File: config.mk
export PLATFORM = sky130hd
export DESIGN_NAME = uart_rx_oversample
export DESIGN_NICKNAME = d
export VERILOG_FILES = /design/src/rtl/uart_rx_oversample.sv
export SDC_FILE = /design/constraint.sdc
export NUM_CORES = 1
export LEC_CHECK = 0
export CAP_MARGIN = 20
export CORE_MARGIN = 2
export CORE_UTILIZATION = 35
export CTS_CLUSTER_DIAMETER = 150
export CTS_CLUSTER_SIZE = 30
export DETAILED_ROUTE_END_ITERATION = 8
export GPL_ROUTABILITY_DRIVEN = 0
export SYNTH_ARGS = -nofsm -noshare
export SYNTH_HDL_FRONTEND = slang
export SYNTH_SLANG_ARGS = --single-unit
File: constraint.sdc
create_clock -name clk -period 1.5 [get_ports clk]
set_input_delay 0.225 -clock clk [delete_from_list [all_inputs] [get_ports clk]]
set_output_delay 0.225 -clock clk [all_outputs]
set_load 0.02 [all_outputs]
File: src/rtl/uart_rx_oversample.sv
// UART receiver, 8N1 LSB first, oversampled by baud_tick.
// A falling edge is qualified at mid start bit. Each data bit is sampled
// at mid-bit, and the stop bit is checked before the byte is published.
module uart_rx_oversample #(
  parameter int OVERSAMPLE = 16,
  parameter int DATA_BITS  = 8
) (
  input  logic                 clk,
  input  logic                 rst_n,
  input  logic                 baud_tick,
  input  logic                 rx,
  output logic [DATA_BITS-1:0] o_data,
  output logic                 rx_done,
  output logic                 rx_busy,
  output logic                 frame_err
);

  localparam int TW = (OVERSAMPLE > 2) ? $clog2(OVERSAMPLE) : 1;
  localparam int BW = (DATA_BITS > 1) ? $clog2(DATA_BITS) : 1;

  localparam logic [TW-1:0] HALF_LAST = TW'(OVERSAMPLE / 2 - 1);
  localparam logic [TW-1:0] FULL_LAST = TW'(OVERSAMPLE - 1);
  localparam logic [BW-1:0] BIT_LAST  = BW'(DATA_BITS - 1);

  typedef enum logic [2:0] {
    S_IDLE,
    S_START,
    S_DATA,
    S_STOP,
    S_BREAK
  } state_t;

  state_t               state, state_n;
  logic                 rx_meta, rx_s;
  logic [TW-1:0]        tick_cnt, tick_n;
  logic [BW-1:0]        bit_cnt, bit_n;
  logic [DATA_BITS-1:0] shift, shift_n;
  logic [DATA_BITS-1:0] data_n;
  logic                 err_n;
  logic                 done_n;

  // Two-flop synchronizer. It resets to the idle (high) line level.
  always_ff @(posedge clk or negedge rst_n) begin
    if (!rst_n) begin
      rx_meta <= 1'b1;
      rx_s    <= 1'b1;
    end else begin
      rx_meta <= rx;
      rx_s    <= rx_meta;
    end
  end

  // State, counters, shift register and registered outputs.
  always_ff @(posedge clk or negedge rst_n) begin
    if (!rst_n) begin
      state     <= S_IDLE;
      tick_cnt  <= '0;
      bit_cnt   <= '0;
      shift     <= '0;
      o_data    <= '0;
      frame_err <= 1'b0;
      rx_done   <= 1'b0;
    end else begin
      state     <= state_n;
      tick_cnt  <= tick_n;
      bit_cnt   <= bit_n;
      shift     <= shift_n;
      o_data    <= data_n;
      frame_err <= err_n;
      rx_done   <= done_n;
    end
  end

  // Next-state logic. Counting advances only on baud_tick cycles.
  always_comb begin
    state_n = state;
    tick_n  = tick_cnt;
    bit_n   = bit_cnt;
    shift_n = shift;
    data_n  = o_data;
    err_n   = frame_err;
    done_n  = 1'b0;

    case (state)
      S_IDLE: begin
        if (!rx_s) begin
          state_n = S_START;
          tick_n  = '0;
        end
      end

      S_START: begin
        if (baud_tick) begin
          if (tick_cnt == HALF_LAST) begin
            tick_n = '0;
            if (!rx_s) begin
              state_n = S_DATA;
              bit_n   = '0;
            end else begin
              state_n = S_IDLE;
            end
          end else begin
            tick_n = tick_cnt + 1'b1;
          end
        end
      end

      S_DATA: begin
        if (baud_tick) begin
          if (tick_cnt == FULL_LAST) begin
            tick_n  = '0;
            shift_n = {rx_s, shift[DATA_BITS-1:1]};
            if (bit_cnt == BIT_LAST) begin
              state_n = S_STOP;
            end else begin
              bit_n = bit_cnt + 1'b1;
            end
          end else begin
            tick_n = tick_cnt + 1'b1;
          end
        end
      end

      S_STOP: begin
        if (baud_tick) begin
          if (tick_cnt == FULL_LAST) begin
            tick_n  = '0;
            data_n  = shift;
            err_n   = ~rx_s;
            done_n  = 1'b1;
            state_n = rx_s ? S_IDLE : S_BREAK;
          end else begin
            tick_n = tick_cnt + 1'b1;
          end
        end
      end

      S_BREAK: begin
        if (rx_s) begin
          state_n = S_IDLE;
        end
      end

      default: begin
        state_n = S_IDLE;
        tick_n  = '0;
        bit_n   = '0;
      end
    endcase
  end

  // Busy whenever a frame is being tracked, including a held-low break.
  always_comb begin
    rx_busy = (state != S_IDLE);
  end

endmodule

Yosys cells after proc, flatten, opt, wreduce, memory -nomap -nowiden
Index checks and enable logic that the tools add are counted.
{"block": "totals", "ff_bits": 30, "input_bits": 4, "out_inout_bits": 11}
{"block": "op_classes", "n_addsub": 2, "n_eq_ne": 19, "n_mux": 28, "bitwise_logic": 3, "n_reduce_logical": 9}
{"operator": "3-bit 2-to-1 mux", "n": 16}
{"operator": "2-bit inequality test, second input constant", "n": 11}
{"operator": "4-bit 2-to-1 mux", "n": 5}
{"operator": "4-bit one-hot mux with 4 select lines", "n": 1}
{"operator": "3-bit one-hot mux with 5 select lines", "n": 1}
{"operator": "3-bit one-hot mux with 3 select lines", "n": 1}
{"operator": "9-bit AND reduction", "n": 1}
{"operator": "7-bit AND reduction", "n": 1}
{"operator": "3-bit by 2-bit equality test with 1-bit output, second input constant", "n": 2}
{"operator": "3-bit equality test, second input constant", "n": 2}
{"operator": "3-bit AND reduction", "n": 2}
{"operator": "4-bit by 1-bit adder with 4-bit output, second input constant", "n": 1}
{"operator": "4-bit by 3-bit equality test with 1-bit output, second input constant", "n": 1}
{"operator": "4-bit equality test, second input constant", "n": 1}
{"operator": "4-bit AND reduction", "n": 1}
{"operator": "3-bit by 1-bit adder with 3-bit output, second input constant", "n": 1}
{"operator": "3-bit by 1-bit equality test with 1-bit output, second input constant", "n": 1}
{"operator": "3-bit logical NOT", "n": 1}
{"operator": "1-bit 2-to-1 mux", "n": 3}
{"operator": "1-bit NOT", "n": 3}
{"operator": "3-bit nonzero test", "n": 1}
{"operator": "3-bit OR reduction", "n": 1}
{"operator": "2-bit 2-to-1 mux", "n": 1}
{"operator": "2-bit by 1-bit inequality test with 1-bit output, second input constant", "n": 1}
{"operator": "2-bit OR reduction", "n": 1}

Logic depth before layout (Yosys ltp)
{"block": "depth", "depth_word": 5, "mapped_depth": 5, "depth_no_buf": 5}

Least setup slack after synthesis
No wires, ideal clock.
{"block": "synth_timing", "path_kind": "register to register", "start": "reg tick_cnt[1]", "end": "reg shift[0]", "arrival_ps": 1455, "t_required_ps": 1375, "setup_slack_ps": -80, "path_stages_with_launch": 5, "cell_sequence": "dfrtp_1 -> ha_1 -> nand4_2 -> nor2_2 -> mux2_2"}
{"block": "synth_between", "elab_chain_cells": 2}
{"element": "start, declared", "line": "35", "rtl": "logic [TW-1:0] tick_cnt, tick_n;"}
{"element": "start signal, assigned", "line": "65", "rtl": "tick_cnt <= tick_n;"}
{"element": "4-bit equality test", "line": "110", "rtl": "if (tick_cnt == FULL_LAST) begin"}
{"element": "3-bit AND reduction (no line)"}
{"element": "end signal, assigned", "line": "67", "rtl": "shift <= shift_n;"}
{"element": "end, declared", "line": "37", "rtl": "logic [DATA_BITS-1:0] shift, shift_n;"}
No other way between the ends.
A chain may end at the register's enable or synchronous reset.

Worst setup path after layout
{"block": "layout_timing", "start": "reg state[1]", "end": "reg bit_cnt[0]"}
{"block": "layout_between", "elab_chain_cells": 4, "word_cells_on_any_way": 15, "cone_classes": "eq/ne: 10; mux: 1; bitwise: 1; reduce/logical: 3"}
{"element": "start, declared", "line": "33", "rtl": "state_t state, state_n;"}
{"element": "start signal, assigned", "line": "64", "rtl": "state <= state_n;"}
{"element": "3-bit equality test, or another cell as far along", "line": "84", "rtl": "case (state)"}
{"element": "3-bit OR reduction (no line)"}
{"element": "1-bit NOT (no line)"}
{"element": "7-bit AND reduction (no line)"}
{"element": "end signal, assigned", "line": "66", "rtl": "bit_cnt <= bit_n;"}
{"element": "end, declared", "line": "36", "rtl": "logic [BW-1:0] bit_cnt, bit_n;"}
Several ways; a longest one is shown, not always the timed one.

==> impl_metrics.yaml <==
timing:
  finClkSkew_ps: 4.98
  holdWs_ps: 157
  drv_slew: 0
  max_freq_ghz: 0.650
  setup_ws_ps: -39.3
  rsz0062_at_grt: "true"
  post-route-min-period_ps: 1540
  setup_tns_ps: -44.9
  setup_viol: 2
  post-route-period-util_pct: 103
  finalHoldViolations: 0
  tightestPinTransition_ps: 248
  max-slew-margin-rel_pct: 83.4
routing:
  vias: 1015
  drt-total-wl_um: 2980
  wl_per_cell_um: 14.7
  first_pass_iters: 4
  ant_nets: 0
  via_per_inst: 5.02
  drt_iter0_drc: 21
  drc: 0
power:
  pwr_density_cell_nw_per_um2: 1440
  fin_total_pwr_mw: 2.88
  vdd_ir_drop_max_mv: 0.580
  leakage_nw: 0.990
synthesis:
  synth_top_area_cell: "dfrtp_1"
  synth_cell_types: 34
  synth_seq_cells: 30
  yosys-top-cells-count: "dfrtp_1, mux2_2, nor2_1, o21ai_0, nand2_1"
  yosys-top-cells-area: "dfrtp_1, mux2_2, dfstp_2, o21ai_0, ha_1"
  yosysWarningCount: 0
  async_flop_share_pct: 100
  synth.most_common_cell: "dfrtp_1"
  synth_cells: 107
  synth_edf_count: 0
  synth_ff_type: "dfrtp_1"
  syn-num-nets: 114
  syn_area_um2: 1320
  synth.yosys.seq_area_share_pct: 56.9
  syn_area_per_cell_um2: 12.4
  yosysTopAreaCellShare_pct: 52.9
critical_path:
  worstPathMaxFanout: 7
  crit_required_ps: 1670
  critPathKind: "flip-flop to flip-flop"
  reg2reg_from: "state[1]"
  reg2reg_depth: 4
  worstReg2RegEnd: "bit_cnt[0]"
  cp-start-kind: "flip-flop"
  ff2ff_setup_slack_ps: -40
  crit_arrival_ps: 1710
  worst_setup_path_end_kind: "flip-flop"
cts:
  ctsHoldBuffers: 0
  clk_latency_ps: 280
  clock_path_buffers: 2
  cts.reportedPaths.clkPinSlew_ps: 60
  clockRootBuffer: "clkbuf_8"
  tritoncts: "yes"
  numCtsBuffers: 5
  cts_htree_levels: 2
  cts.sinks: 30
placement:
  numPortBuffers: 14
  hpwl_um: 1900
  placed_area_um2: 1670
  pre_cts_ws_ps: -342
global_routing:
  grt_use_total_pct: 15.4
  grt.overflow.total: 0
  grt_max_degree: 19
  antenna_found_initial: 0
  grt_pass1_vias: 1060
  grt_pass1_wl_um: 4890
final_layout:
  fin_nets: 160
  drive_above_1_share_pct: 48.7
  areaGrowthSynthToFinish_pct: 50.9
  final_cell_area_um2: 2000
  antenna_cells: 0
run_status:
  status: "finished, violations left"
  failed_checks: "setup timing"
floorplanning:
  core-area_um2: 3660
  die_h_um: 65.5
  fp.dieW_um: 65.5
  start_util_pct: 36.2
  dieArea_um2: 4290
  io_pins: 15
  num_rows: 22
flow_run:
  drv_cap: 0
worst_hold_path:
  hold_class: "primary input to asynchronous set/reset pin"
==> sequential cells by signal (all words and copies together) (netlist names) <==
signal	cells
shift	8
bit_cnt	3
state	3
rx_meta	1
tick_cnt	4
rx_done	1
rx_s	1
o_data	8
frame_err	1
==> worst max path at each step <==
stage	startpoint	end	depth (start not counted)
floorplan	tick_cnt[1]	o_data[0]	4
global placement	baud_tick	bit_cnt[0]	5
detailed placement	baud_tick	bit_cnt[0]	5
CTS	tick_cnt[1]	shift[7]	4
global route	state[1]	state[2]	5
finish	state[1]	bit_cnt[0]	4
==> what timing repair did <==
| action | CTS | global route |
|---|---|---|
| buffers inserted | 2 | 3 |
| endpoints found under the setup margin | 25 | 30 |
| hold endpoints to repair | 0 | 0 |
| gates resized for setup | 16 | 32 |
| cloned | 1 | 0 |
| pin swaps | 6 | 6 |
==> cell usage in the layout (no fill, tap or decap), types with 2 or more instances in the layout <==
master / netlist / layout
inv_1: 2 / 2
o21ai_0: 8 / 6
buf_4: 0 / 24
dfrtp_2: 0 / 3
o31ai_1: 2 / 2
nand3_1: 5 / 4
mux2_4: 0 / 12
dfstp_2: 2 / 2
ha_1: 3 / 2
o21ai_1: 1 / 2
dlymetal6s2s_1: 0 / 6
nand2_1: 7 / 6
a22o_1: 2 / 2
clkdlybuf4s50_1: 0 / 6
nor2_1: 8 / 7
mux2_2: 17 / 5
clkbuf_8: 0 / 6
nor2_4: 1 / 4
dfrtp_1: 28 / 25
==> report_power, final <==
group          internal (mW)  switching (mW)  leakage (nW)
clock network          0.368           0.315        0.0472
logic                  0.581           0.472         0.552
registers              0.964           0.175         0.391
==> per-stage QoR <==
step | utilization (%) | instances
after global placement | 45.6 | 188
after detailed placement | 45.6 | 188
final | 54.6 | 202
after floorplan | - | 107
after CTS | 50.5 | 199
after global routing | 54.6 | 202
==> cells by family (layout without fill, tap and decap cells) <==
logic type,count (synthesis),after routing,share of synthesized area [%]
flops,30,30,56.9
simple gates,30,31,12.2
compound gates,20,20,9.74
mux,18,18,15.2
buf+inv,4,50,1.80
fa+ha+maj,3,3,2.84
xor+xnor,2,2,1.32
==> metal layers <==
metal | vias up | global-route usage (%) | wire length [um]
li1 | 481 | - | -
met1 | 506 | 19.7 | 1380
met2 | 19 | 24.6 | 1440
met3 | 9 | 3.60 | 85
met4 | 0 | 7.03 | 72
met5 | - | 0 | 0
==> worst max-delay path, stage by stage (launching register included) <==
cell and delay [ps]:
dfrtp_2 470, or3b_4 400, a32oi_2 190, o21ai_2 100
mux2_4 260
==> cell type report <==
type,instances,area (um^2)
clock buffer,6,82.6
clock inverter,2,12.5
fill,302,1660
inverter,2,7.51
multi-input combinational,74,718
sequential,30,757
tap,48,60.1
timing repair buffer,40,360
(Power assumes the default switching activity.)
